**config.mk**
```make
export PLATFORM = sky130hd
export DESIGN_NAME = qdrc_cal_seq_flat
export DESIGN_NICKNAME = d
export VERILOG_FILES = /design/src/rtl/qdrc_cal_seq_if.sv /design/src/rtl/qdrc_cal_seq.sv /design/src/flat_wrapper.sv
export SDC_FILE = /design/constraint.sdc
export NUM_CORES = 1
export LEC_CHECK = 0
export CAP_MARGIN = 10
export CORE_ASPECT_RATIO = 0.6
export CORE_UTILIZATION = 35
export DETAILED_ROUTE_END_ITERATION = 10
export GPL_ROUTABILITY_DRIVEN = 0
export SETUP_SLACK_MARGIN = 0.05
export SLEW_MARGIN = 20
export SYNTH_ARGS = -nofsm -noshare
export SYNTH_HDL_FRONTEND = slang
export SYNTH_SLANG_ARGS = --single-unit
```
**constraint.sdc**
```tcl
create_clock -name clk -period 6.92 [get_ports clk]
set_input_delay 2.076 -clock clk [delete_from_list [all_inputs] [get_ports clk]]
set_output_delay 2.076 -clock clk [all_outputs]
set_load 0.01 [all_outputs]
```
**src/rtl/qdrc_cal_seq_if.sv**
```systemverilog
// Handshake bundle between the QDR calibration sequencer, its host and the PHY.
// The master modport is the sequencer side; the slave modport is the host/PHY side.
interface qdrc_cal_seq_if;
  logic       start;
  logic       busy;
  logic       done;
  logic       fail;
  logic [7:0] fail_bit;
  logic [1:0] fail_code;
  logic       cal_en;
  logic       cal_rdy;
  logic [7:0] bit_select;
  logic       dll_en;
  logic       dll_inc_dec_n;
  logic       dll_rst;
  logic [1:0] data_value;
  logic       data_sampled;
  logic       data_valid;
  logic       align_en;
  logic       align_strb;

  modport master (
    input  start, cal_rdy, data_value, data_sampled, data_valid,
    output busy, done, fail, fail_bit, fail_code, cal_en, bit_select,
           dll_en, dll_inc_dec_n, dll_rst, align_en, align_strb
  );

  modport slave (
    output start, cal_rdy, data_value, data_sampled, data_valid,
    input  busy, done, fail, fail_bit, fail_code, cal_en, bit_select,
           dll_en, dll_inc_dec_n, dll_rst, align_en, align_strb
  );
endinterface

```
**src/rtl/qdrc_cal_seq.sv**
```systemverilog
// QDR PHY calibration sequencer: per-bit delay-tap sweep, eye-centre parking
// and rise/fall alignment programming, run on the PHY divided clock.
module qdrc_cal_seq #(
  parameter int DATA_WIDTH    = 36,
  parameter int TAP_COUNT     = 64,
  parameter int TAP_WIDTH     = 6,
  parameter int MIN_WINDOW    = 8,
  parameter int SETTLE_CYCLES = 16,
  parameter int TIMEOUT       = 1023
) (
  input  logic           clk,
  input  logic           reset_n,
  qdrc_cal_seq_if.master bus
);

  localparam int LEN_W   = TAP_WIDTH + 1;
  localparam int CNT_MAX = (TIMEOUT > SETTLE_CYCLES) ? TIMEOUT : SETTLE_CYCLES;
  localparam int CNT_W   = $clog2(CNT_MAX + 1);

  localparam logic [TAP_WIDTH-1:0] TAP_LAST    = TAP_WIDTH'(TAP_COUNT - 1);
  localparam logic [7:0]           BIT_LAST    = 8'(DATA_WIDTH - 1);
  localparam logic [LEN_W-1:0]     MIN_LEN     = LEN_W'(MIN_WINDOW);
  localparam logic [CNT_W-1:0]     TO_LAST     = CNT_W'(TIMEOUT - 1);
  localparam logic [CNT_W-1:0]     SETTLE_LAST = CNT_W'(SETTLE_CYCLES - 1);

  localparam logic [1:0] FC_NONE    = 2'd0;
  localparam logic [1:0] FC_TIMEOUT = 2'd1;
  localparam logic [1:0] FC_NARROW  = 2'd2;
  localparam logic [1:0] FC_BADVAL  = 2'd3;

  typedef enum logic [3:0] {
    IDLE, CAL_WAIT, BIT_RST, SETTLE, SAMPLE, STEP, EVAL,
    CENTER, CHECK, ALIGN, NEXT, DONE, FAIL
  } state_t;

  state_t                 state_q, state_d;
  logic [7:0]             bit_q, bit_d;
  logic [TAP_WIDTH-1:0]   tap_q, tap_d;
  logic [TAP_WIDTH-1:0]   center_q, center_d;
  logic [TAP_WIDTH-1:0]   cur_start_q, cur_start_d;
  logic [TAP_WIDTH-1:0]   best_start_q, best_start_d;
  logic [LEN_W-1:0]       cur_len_q, cur_len_d;
  logic [LEN_W-1:0]       best_len_q, best_len_d;
  logic [LEN_W-1:0]       grow_len;
  logic [CNT_W-1:0]       cnt_q, cnt_d;
  logic                   ph_q, ph_d;
  logic                   done_q, done_d;
  logic                   fail_q, fail_d;
  logic [1:0]             fail_code_q, fail_code_d;
  logic [7:0]             fail_bit_q, fail_bit_d;
  logic                   align_en_q, align_en_d;
  logic                   dll_en, dll_rst, align_strb;

  assign grow_len = cur_len_q + 1'b1;

  always_ff @(posedge clk or negedge reset_n) begin
    if (!reset_n) begin
      state_q      <= IDLE;
      bit_q        <= '0;
      tap_q        <= '0;
      center_q     <= '0;
      cur_start_q  <= '0;
      best_start_q <= '0;
      cur_len_q    <= '0;
      best_len_q   <= '0;
      cnt_q        <= '0;
      ph_q         <= 1'b0;
      done_q       <= 1'b0;
      fail_q       <= 1'b0;
      fail_code_q  <= FC_NONE;
      fail_bit_q   <= '0;
      align_en_q   <= 1'b0;
    end else begin
      state_q      <= state_d;
      bit_q        <= bit_d;
      tap_q        <= tap_d;
      center_q     <= center_d;
      cur_start_q  <= cur_start_d;
      best_start_q <= best_start_d;
      cur_len_q    <= cur_len_d;
      best_len_q   <= best_len_d;
      cnt_q        <= cnt_d;
      ph_q         <= ph_d;
      done_q       <= done_d;
      fail_q       <= fail_d;
      fail_code_q  <= fail_code_d;
      fail_bit_q   <= fail_bit_d;
      align_en_q   <= align_en_d;
    end
  end

  always_comb begin
    state_d      = state_q;
    bit_d        = bit_q;
    tap_d        = tap_q;
    center_d     = center_q;
    cur_start_d  = cur_start_q;
    best_start_d = best_start_q;
    cur_len_d    = cur_len_q;
    best_len_d   = best_len_q;
    cnt_d        = cnt_q;
    ph_d         = ph_q;
    done_d       = done_q;
    fail_d       = fail_q;
    fail_code_d  = fail_code_q;
    fail_bit_d   = fail_bit_q;
    align_en_d   = align_en_q;
    dll_en       = 1'b0;
    dll_rst      = 1'b0;
    align_strb   = 1'b0;

    case (state_q)
      IDLE, DONE, FAIL: begin
        if (bus.start) begin
          done_d      = 1'b0;
          fail_d      = 1'b0;
          fail_code_d = FC_NONE;
          fail_bit_d  = '0;
          bit_d       = '0;
          state_d     = CAL_WAIT;
        end
      end
      CAL_WAIT: begin
        cnt_d = cnt_q + 1'b1;
        if (bus.cal_rdy) begin
          bit_d   = '0;
          state_d = BIT_RST;
        end else if (cnt_q == TO_LAST) begin
          state_d = FAIL; fail_d = 1'b1; fail_code_d = FC_TIMEOUT; fail_bit_d = bit_q;
        end
      end
      BIT_RST: begin
        dll_rst      = 1'b1;
        tap_d        = '0;
        cur_len_d    = '0;
        best_len_d   = '0;
        cur_start_d  = '0;
        best_start_d = '0;
        state_d      = SETTLE;
      end
      SETTLE: begin
        cnt_d = cnt_q + 1'b1;
        if (cnt_q == SETTLE_LAST) state_d = SAMPLE;
      end
      SAMPLE: begin
        cnt_d = cnt_q + 1'b1;
        if (bus.data_sampled) begin
          // Strictly-greater update keeps the lowest window on ties.
          if (bus.data_valid) begin
            if (cur_len_q == '0) cur_start_d = tap_q;
            cur_len_d = grow_len;
            if (grow_len > best_len_q) begin
              best_start_d = (cur_len_q == '0) ? tap_q : cur_start_q;
              best_len_d   = grow_len;
            end
          end else begin
            cur_len_d = '0;
          end
          state_d = (tap_q == TAP_LAST) ? EVAL : STEP;
        end else if (cnt_q == TO_LAST) begin
          state_d = FAIL; fail_d = 1'b1; fail_code_d = FC_TIMEOUT; fail_bit_d = bit_q;
        end
      end
      STEP: begin
        dll_en  = 1'b1;
        tap_d   = tap_q + 1'b1;
        state_d = SAMPLE;
      end
      EVAL: begin
        if (best_len_q < MIN_LEN) begin
          state_d = FAIL; fail_d = 1'b1; fail_code_d = FC_NARROW; fail_bit_d = bit_q;
        end else begin
          center_d = TAP_WIDTH'({1'b0, best_start_q} + (best_len_q >> 1));
          dll_rst  = 1'b1;
          tap_d    = '0;
          ph_d     = 1'b0;
          state_d  = CENTER;
        end
      end
      CENTER: begin
        // Walk from tap 0 to the centre with one step every other cycle.
        if (tap_q == center_q) begin
          state_d = CHECK;
        end else if (!ph_q) begin
          dll_en = 1'b1;
          tap_d  = tap_q + 1'b1;
          ph_d   = 1'b1;
        end else begin
          ph_d = 1'b0;
        end
      end
      CHECK: begin
        cnt_d = cnt_q + 1'b1;
        if (bus.data_sampled) begin
          case (bus.data_value)
            2'b01: begin align_en_d = 1'b0; state_d = ALIGN; end
            2'b10: begin align_en_d = 1'b1; state_d = ALIGN; end
            default: begin
              state_d = FAIL; fail_d = 1'b1; fail_code_d = FC_BADVAL; fail_bit_d = bit_q;
            end
          endcase
        end else if (cnt_q == TO_LAST) begin
          state_d = FAIL; fail_d = 1'b1; fail_code_d = FC_TIMEOUT; fail_bit_d = bit_q;
        end
      end
      ALIGN: begin
        align_strb = 1'b1;
        state_d    = NEXT;
      end
      NEXT: begin
        if (bit_q == BIT_LAST) begin
          done_d  = 1'b1;
          state_d = DONE;
        end else begin
          bit_d   = bit_q + 8'd1;
          state_d = BIT_RST;
        end
      end
      default: state_d = IDLE;
    endcase

    // Every wait state measures from its own entry.
    if (state_d != state_q) cnt_d = '0;
  end

  assign bus.busy          = !(state_q inside {IDLE, DONE, FAIL});
  assign bus.cal_en        = !(state_q inside {IDLE, DONE, FAIL});
  assign bus.done          = done_q;
  assign bus.fail          = fail_q;
  assign bus.fail_code     = fail_code_q;
  assign bus.fail_bit      = fail_bit_q;
  assign bus.bit_select    = bit_q;
  assign bus.dll_en        = dll_en;
  assign bus.dll_rst       = dll_rst;
  assign bus.dll_inc_dec_n = 1'b1;
  assign bus.align_en      = align_en_q;
  assign bus.align_strb    = align_strb;

endmodule

```
**src/flat_wrapper.sv**
```systemverilog
// flat-port wrapper written by rule: the top's interface ports become plain ports
module qdrc_cal_seq_flat 
#(
  parameter int DATA_WIDTH    = 36,
  parameter int TAP_COUNT     = 64,
  parameter int TAP_WIDTH     = 6,
  parameter int MIN_WINDOW    = 8,
  parameter int SETTLE_CYCLES = 16,
  parameter int TIMEOUT       = 1023
)
  (clk, reset_n, bus_start, bus_cal_rdy, bus_data_value, bus_data_sampled, bus_data_valid, bus_busy, bus_done, bus_fail, bus_fail_bit, bus_fail_code, bus_cal_en, bus_bit_select, bus_dll_en, bus_dll_inc_dec_n, bus_dll_rst, bus_align_en, bus_align_strb);
  qdrc_cal_seq_if bus_i ();
  input  logic clk;
  input  logic reset_n;
  input wire logic [$bits(bus_i.start)-1:0] bus_start;
  input wire logic [$bits(bus_i.cal_rdy)-1:0] bus_cal_rdy;
  input wire logic [$bits(bus_i.data_value)-1:0] bus_data_value;
  input wire logic [$bits(bus_i.data_sampled)-1:0] bus_data_sampled;
  input wire logic [$bits(bus_i.data_valid)-1:0] bus_data_valid;
  output wire logic [$bits(bus_i.busy)-1:0] bus_busy;
  output wire logic [$bits(bus_i.done)-1:0] bus_done;
  output wire logic [$bits(bus_i.fail)-1:0] bus_fail;
  output wire logic [$bits(bus_i.fail_bit)-1:0] bus_fail_bit;
  output wire logic [$bits(bus_i.fail_code)-1:0] bus_fail_code;
  output wire logic [$bits(bus_i.cal_en)-1:0] bus_cal_en;
  output wire logic [$bits(bus_i.bit_select)-1:0] bus_bit_select;
  output wire logic [$bits(bus_i.dll_en)-1:0] bus_dll_en;
  output wire logic [$bits(bus_i.dll_inc_dec_n)-1:0] bus_dll_inc_dec_n;
  output wire logic [$bits(bus_i.dll_rst)-1:0] bus_dll_rst;
  output wire logic [$bits(bus_i.align_en)-1:0] bus_align_en;
  output wire logic [$bits(bus_i.align_strb)-1:0] bus_align_strb;
  assign bus_i.start = bus_start;
  assign bus_i.cal_rdy = bus_cal_rdy;
  assign bus_i.data_value = bus_data_value;
  assign bus_i.data_sampled = bus_data_sampled;
  assign bus_i.data_valid = bus_data_valid;
  assign bus_busy = bus_i.busy;
  assign bus_done = bus_i.done;
  assign bus_fail = bus_i.fail;
  assign bus_fail_bit = bus_i.fail_bit;
  assign bus_fail_code = bus_i.fail_code;
  assign bus_cal_en = bus_i.cal_en;
  assign bus_bit_select = bus_i.bit_select;
  assign bus_dll_en = bus_i.dll_en;
  assign bus_dll_inc_dec_n = bus_i.dll_inc_dec_n;
  assign bus_dll_rst = bus_i.dll_rst;
  assign bus_align_en = bus_i.align_en;
  assign bus_align_strb = bus_i.align_strb;
  qdrc_cal_seq #(.DATA_WIDTH(DATA_WIDTH), .TAP_COUNT(TAP_COUNT), .TAP_WIDTH(TAP_WIDTH), .MIN_WINDOW(MIN_WINDOW), .SETTLE_CYCLES(SETTLE_CYCLES), .TIMEOUT(TIMEOUT)) u_core (.clk(clk), .reset_n(reset_n), .bus(bus_i));
endmodule
```
==> results of run 1 <==
==> sequential cells by signal (all words and copies together) (netlist names), 2 cells and up <==
name                   flops
u_core.state_q             4
u_core.best_len_q          7
u_core.tap_q               6
u_core.cnt_q              10
u_core.best_start_q        6
u_core.bus.fail_code       2
u_core.center_q            6
u_core.bus.bit_select      8
u_core.bus.fail_bit        8
u_core.cur_start_q         6
u_core.cur_len_q           7
==> per-layer routing <==
layer | wire length [um] | up-vias
met4 | 61 | 0
met3 | 817 | 5
met1 | 6160 | 1853
met2 | 4500 | 130
met5 | 0 | -
li1 | - | 1860
==> how the worst max path moves through the flow <==
| stage | start | to | cells past startpoint |
|---|---|---|---|
| floorplan | bus_data_value[0] | u_core.cnt_q[0] | 9 |
| global placement | u_core.state_q[0] | bus_dll_rst | 5 |
| detailed placement | u_core.state_q[0] | bus_dll_rst | 5 |
| CTS | u_core.state_q[0] | bus_dll_rst | 5 |
| global route | u_core.state_q[0] | bus_dll_rst | 5 |
| finish | u_core.state_q[0] | bus_dll_rst | 5 |
==> metrics by stage <==
step	total power, mW	hold slack, ns	worst slack [ns]	utilization, %
global route	1.35	0.518	1.45	41.8
CTS	1.29	0.495	1.69	41.8
floorplan	0.685	0.453	3.10	-
finish	1.28	0.496	1.62	41.8
global placement	0.753	0.477	2.15	39.2
detailed placement	0.756	0.482	2.06	39.2
==> cell usage in the layout (no fill, tap or decap), drive strengths merged, types with 3 or more instances in the layout <==
master and instances:
o22ai 5, mux2i 6, a22oi 3, o21ai 46, nand4 9, o31ai 18, a22o 14, nor4 3
a2111oi 3, a21oi 18, nand2 62, nor2b 6, dfrtp 74, xnor2 16, o22a 3, or3 4
nand2b 10, nor2 42, clkbuf 12, a21o 6, a31oi 4, or2 6, xor2 14, buf 3
ha 19, nor3 9, and3 7, inv 28, nand3 21, clkdlybuf4s50 32
==> critical path, cell delays in order (launching register included) <==
cell and delay (ns):
dfrtp_1 0.72, inv_2 0.36, nand2_1 0.23, or3_1 0.60, o21ai_1 0.35, clkdlybuf4s50_1 0.63
==> report_power, final <==
group          internal [mW]  leakage (nW)  switching (mW)
logic                 0.0933          1.14           0.173
registers              0.452          1.02          0.0341
clock network          0.345         0.165           0.182
total                  0.890          2.32           0.389
==> layout make-up <==
class / count / area (um2) / area share (%)
clock inverter: 4 / 72.6 / 1.35
multi-input combinational: 385 / 2540 / 47.1
timing repair buffer: 35 / 343 / 6.36
clock buffer: 12 / 267 / 4.94
tap: 170 / 213 / 3.95
sequential: 74 / 1850 / 34.4
inverter: 28 / 105 / 1.95
==> cells by family (layout without fill, tap and decap cells) <==
kind of cell	count (synthesis)	count (layout)	share of synthesized area, %
and+or+nand+nor	194	194	22.0
AOI/OAI and AO/OA	133	133	20.0
DFF	74	74	40.0
other	1	1	0.0810
muxes	7	7	1.54
buffers and inverters	56	79	5.21
adders and majority gates	20	20	5.56
xor gates and xnor gates	30	30	5.67
==> qor.csv, run 1 <==
stage;metric;value;unit
min_path;Hold/Removal Path Class;reg2reg;
clocking;CTS resizes;0;
logic_synthesis;most frequent cell after synthesis;dfrtp_1;
logic_synthesis;net count of the mapped netlist;543;
worst_setup_path;flop-to-flop setup slack;3.74;ns
logic_synthesis;Synth cell types;68;
global_routing;largest net degree at the start of global routing;75;
power;PwrDens;237;nW/um2
worst_setup_path;CP arrival;3.23;ns
logic_synthesis;Synth top area share;40.0;%
place;dpl cell area;5050;um2
timing;relative slew slack;35.6;%
timing;fmax;0.189;GHz
finish;synth-to-layout area growth;16.4;%
timing;transition time of the tightest slew-check pin;0.966;ns
logic_synthesis;FF+latch count, synth;74;
floorplan;Top Ports;35;
min_path;hold depth;2;
global_routing;initial antenna violation count;0;
finish;final instance area;5390;um2
clocking;TritonCTS Sinks;74;
global_routing;GR peak layer;met1;
clocking;CTS tree;built;
global_routing;number of global-route vias before repair;3627;
global_routing;remaining global-route overflow;0;
clocking;clk_lat worst skew;0.33;ns
power;Max rail drop VDD;0.128;mV
place;Inst Count DP;692;
logic_synthesis;Primary FF master, synth;dfrtp_1;
logic_synthesis;syn_area_per_cell;8.99;um2
route;DR WL/cell;16.3;um
route;drt pass-1 iters;5;
worst_setup_path;R2R Path Start;u_core.state_q[0];
worst_setup_path;worst-path maximum fanout;27;
floorplan;core area;12900;um2
clocking;clk slew on worst S/H paths;0.06;ns
route;vias;3848;
route;Antenna Nets Post-Route;0;
clocking;hold_buf cts;0;
timing;final setup vio count;0;
clocking;Setup Buffers After CTS;0;
timing;unrepaired setup endpoints after global routing;no;
global_routing;first-pass GRT wire length;19400;um
timing;min cycle time layout;5.30;ns
logic_synthesis;FFs w/ async S/R, synth;100;%
floorplan;Initial Utilization;35.9;%
worst_setup_path;R2R depth;7;
place;port buffer count;33;
route;Remaining DRCs;0;
worst_setup_path;end of the worst register-to-register path;u_core.cnt_q[8];
worst_setup_path;CP startpoint kind;register;
route;Vias/cell;5.44;
clocking;CTS Buf Count;9;
min_path;Worst Hold End;u_core.best_start_q[2];
worst_setup_path;critical path type;reg2out;
floorplan;Die X;151;um
logic_synthesis;ranking of synthesized cells by area;dfrtp_1 40%, ha_1 5.1%, nand2_1 5.0%;
logic_synthesis;list of most frequent post-synthesis cells;74 x dfrtp_1, 62 x nand2_1, 29 x nor2_1;
logic_synthesis;Post-Syn Area;4630;um2
outcome;status;complete, no violations;
place;HPWL Detailed;8330;um
logic_synthesis;largest area contributor in the netlist;dfrtp_1;
job;max cap viols;0;
clocking;Root Buffer;clkbuf_16;
timing;Slew Viols, Final;0;
timing;final period utilization;76.6;%
worst_setup_path;Critical Path RT;4.84;ns
route;Post-Route WL;11500;um
timing;Clock Skew;0.00417;ns
finish;diodes inserted;0;
global_routing;met1 Use GR;29.8;%
route;number of DRC markers in iteration 0;399;
finish;fill count;1267;
floorplan;die area;13700;um2
global_routing;met2 GRT Util;23.6;%
global_routing;Total Routing Usage GR;18.2;%
finish;fin cells;708;
logic_synthesis;post-synthesis sequential area ratio;40.0;%
timing;setup TNS;0;ns
clocking;Max Buffers Root-to-Sink;2;
finish;Final #Nets;561;
timing;Hold Vio Cnt, Final;0;
finish;ratio of cells with drive above 1 in the final layout;9.48;%
min_path;worst hold start;u_core.best_start_q[2];
logic_synthesis;Yosys warning count;0;
logic_synthesis;Post-synth EDFFs;0;
logic_synthesis;Post-Syn Instances;515;
global_routing;met3 GRT Util;4.12;%
clocking;H-tree Lvls;3;
worst_setup_path;CP endpoint kind;output pin;
floorplan;FP Rows;32;
power;leakage;2.32;nW
floorplan;Die H;91.1;um
No activity file was read; power rests on OpenSTA's default activity.
==> run 2: changes to the inputs <==
==> constraint.sdc (replaced) <==
create_clock -name clk -period 5.1 [get_ports clk]
set_input_delay 1.53 -clock clk [delete_from_list [all_inputs] [get_ports clk]]
set_output_delay 1.53 -clock clk [all_outputs]
set_load 0.01 [all_outputs]
==> qor.csv, run 2 (synthesis results as in run 1) <==
stage;metric;value;unit
finish;register with the most flip-flops;u_core.cnt_q;
worst_setup_path;CP endpoint kind;output pin;
clocking;TritonCTS Sinks;74;
worst_setup_path;worst-path maximum fanout;15;
power;PwrDens;334;nW/um2
global_routing;first-pass GRT wire length;19600;um
timing;fmax;0.230;GHz
floorplan;core area;12900;um2
route;vias;3894;
floorplan;Die H;91.1;um
timing;transition time of the tightest slew-check pin;0.966;ns
worst_setup_path;Critical Path RT;3.57;ns
clocking;clk slew on worst S/H paths;0.06;ns
clocking;H-tree Lvls;3;
outcome;status;complete, no violations;
timing;Hold Slack;0.490;ns
route;Post-Route WL;11900;um
route;Antenna Nets Post-Route;0;
finish;Final #Nets;564;
worst_setup_path;Setup crit start;u_core.state_q[1];
finish;synth-to-layout area growth;17.6;%
worst_setup_path;Crit path largest cell delay;0.63;ns
finish;max reg flops;10;
timing;Slew Viols, Final;0;
finish;ratio of cells with drive above 1 in the final layout;9.98;%
floorplan;FP Rows;32;
floorplan;die area;13700;um2
clocking;clk_lat worst skew;0.34;ns
finish;diodes inserted;0;
worst_setup_path;critical path type;reg2out;
global_routing;Total Routing Usage GR;18.4;%
finish;most common cell after layout, fill and taps aside;dfrtp_1;
route;number of DRC markers in iteration 0;480;
clocking;CTS tree;built;
power;Max rail drop VDD;0.193;mV
clocking;Max Buffers Root-to-Sink;2;
job;max cap viols;0;
floorplan;Die X;151;um
power;leakage;2.35;nW
finish;most frequent cells in the layout;74 x dfrtp_1, 62 x nand2_1, 32 x clkdlybuf4s50_1, 29 x nor2_1, 28 x o21ai_0;
route;DR WL/cell;16.8;um
timing;unrepaired setup endpoints after global routing;no;
timing;relative slew slack;35.6;%
timing;setup TNS;0;ns
clocking;CTS resizes;0;
clocking;hold_buf cts;0;
global_routing;initial antenna violation count;0;
place;port buffer count;33;
timing;min cycle time layout;4.35;ns
worst_setup_path;Worst path top cell family by delay;simple AND/OR/NAND/NOR gates;
min_path;worst hold start;u_core.best_start_q[4];
worst_setup_path;R2R Path Start;u_core.cur_len_q[0];
worst_setup_path;Slowest cell on crit path;dfrtp_1;
power;Tot Pwr;1.82;mW
place;HPWL Detailed;8590;um
worst_setup_path;CP arrival;2.82;ns
min_path;Hold/Removal Path Class;reg2reg;
timing;Hold Vio Cnt, Final;0;
global_routing;largest net degree at the start of global routing;75;
timing;final period utilization;85.2;%
route;Vias/cell;5.48;
finish;Final Util;42.3;%
timing;final setup vio count;0;
worst_setup_path;WP buf/inv;1;
clocking;Setup Buffers After CTS;0;
route;Remaining DRCs;0;
global_routing;number of global-route vias before repair;3704;
route;drt pass-1 iters;5;
floorplan;Top Ports;35;
global_routing;remaining global-route overflow;0;
clocking;CTS Buf Count;9;
floorplan;Initial Utilization;35.9;%
clocking;Root Buffer;clkbuf_16;
worst_setup_path;CP startpoint kind;register;
timing;Clock Skew;0.0109;ns
worst_setup_path;CP Cell Sequence;nand2_1, or3_1, o21ai_1, clkdlybuf4s50_1;
==> run 2: worst register-to-register path, delay by kind of cell, from the launching register on <==
family,cells,cell delay (ns)
buf+inv,2,0.30
compound gates,5,0.84
fa+ha+maj,2,0.62
flops,1,0.48
xor+xnor,1,0.27
simple gates,2,0.34
==> run 2: cell type report <==
class	instances	area, um2
inverters	28	105
well taps	170	213
flip-flops and latches	74	1850
clock buffers	9	225
fillers	1251	7440
multi-input cells	385	2540
repair buffers	38	365
clock inverters	7	149
==> run 2: per-stage QoR <==
step,cells,setup WS [ns],instance area (um2)
detailed placement,695,1.04,5070
CTS,711,0.774,5450
finish,711,0.754,5450
floorplan,515,1.83,4630
global placement,695,1.18,5070
global route,711,0.598,5450
==> run 2: where the power goes <==
group	switching, mW	total [mW]	internal, mW
sequential	0.0352	0.648	0.613
clock	0.259	0.792	0.533
combinational	0.248	0.379	0.130
total	0.542	1.82	1.28
==> run 2: worst paths after layout <==
path / to / slack (ns) / depth (start not counted)
max reg2reg: u_core.best_start_q[3] / 2.16 / 12
min reg2reg: u_core.best_start_q[4] / 0.49 / 2
min: u_core.best_start_q[4] / 0.49 / 2
min in group asynchronous: u_core.bus.fail_bit[2] / 1.32 / 1
max in group asynchronous: u_core.state_q[1] / 3.11 / 1
max: bus_dll_rst / 0.75 / 4
==> run 2: layer usage <==
layer	wire (um)	GRT usage, %
met5	0	0
met4	106	3.87
met3	770	4.57
met2	4830	25.3
met1	6210	28.3
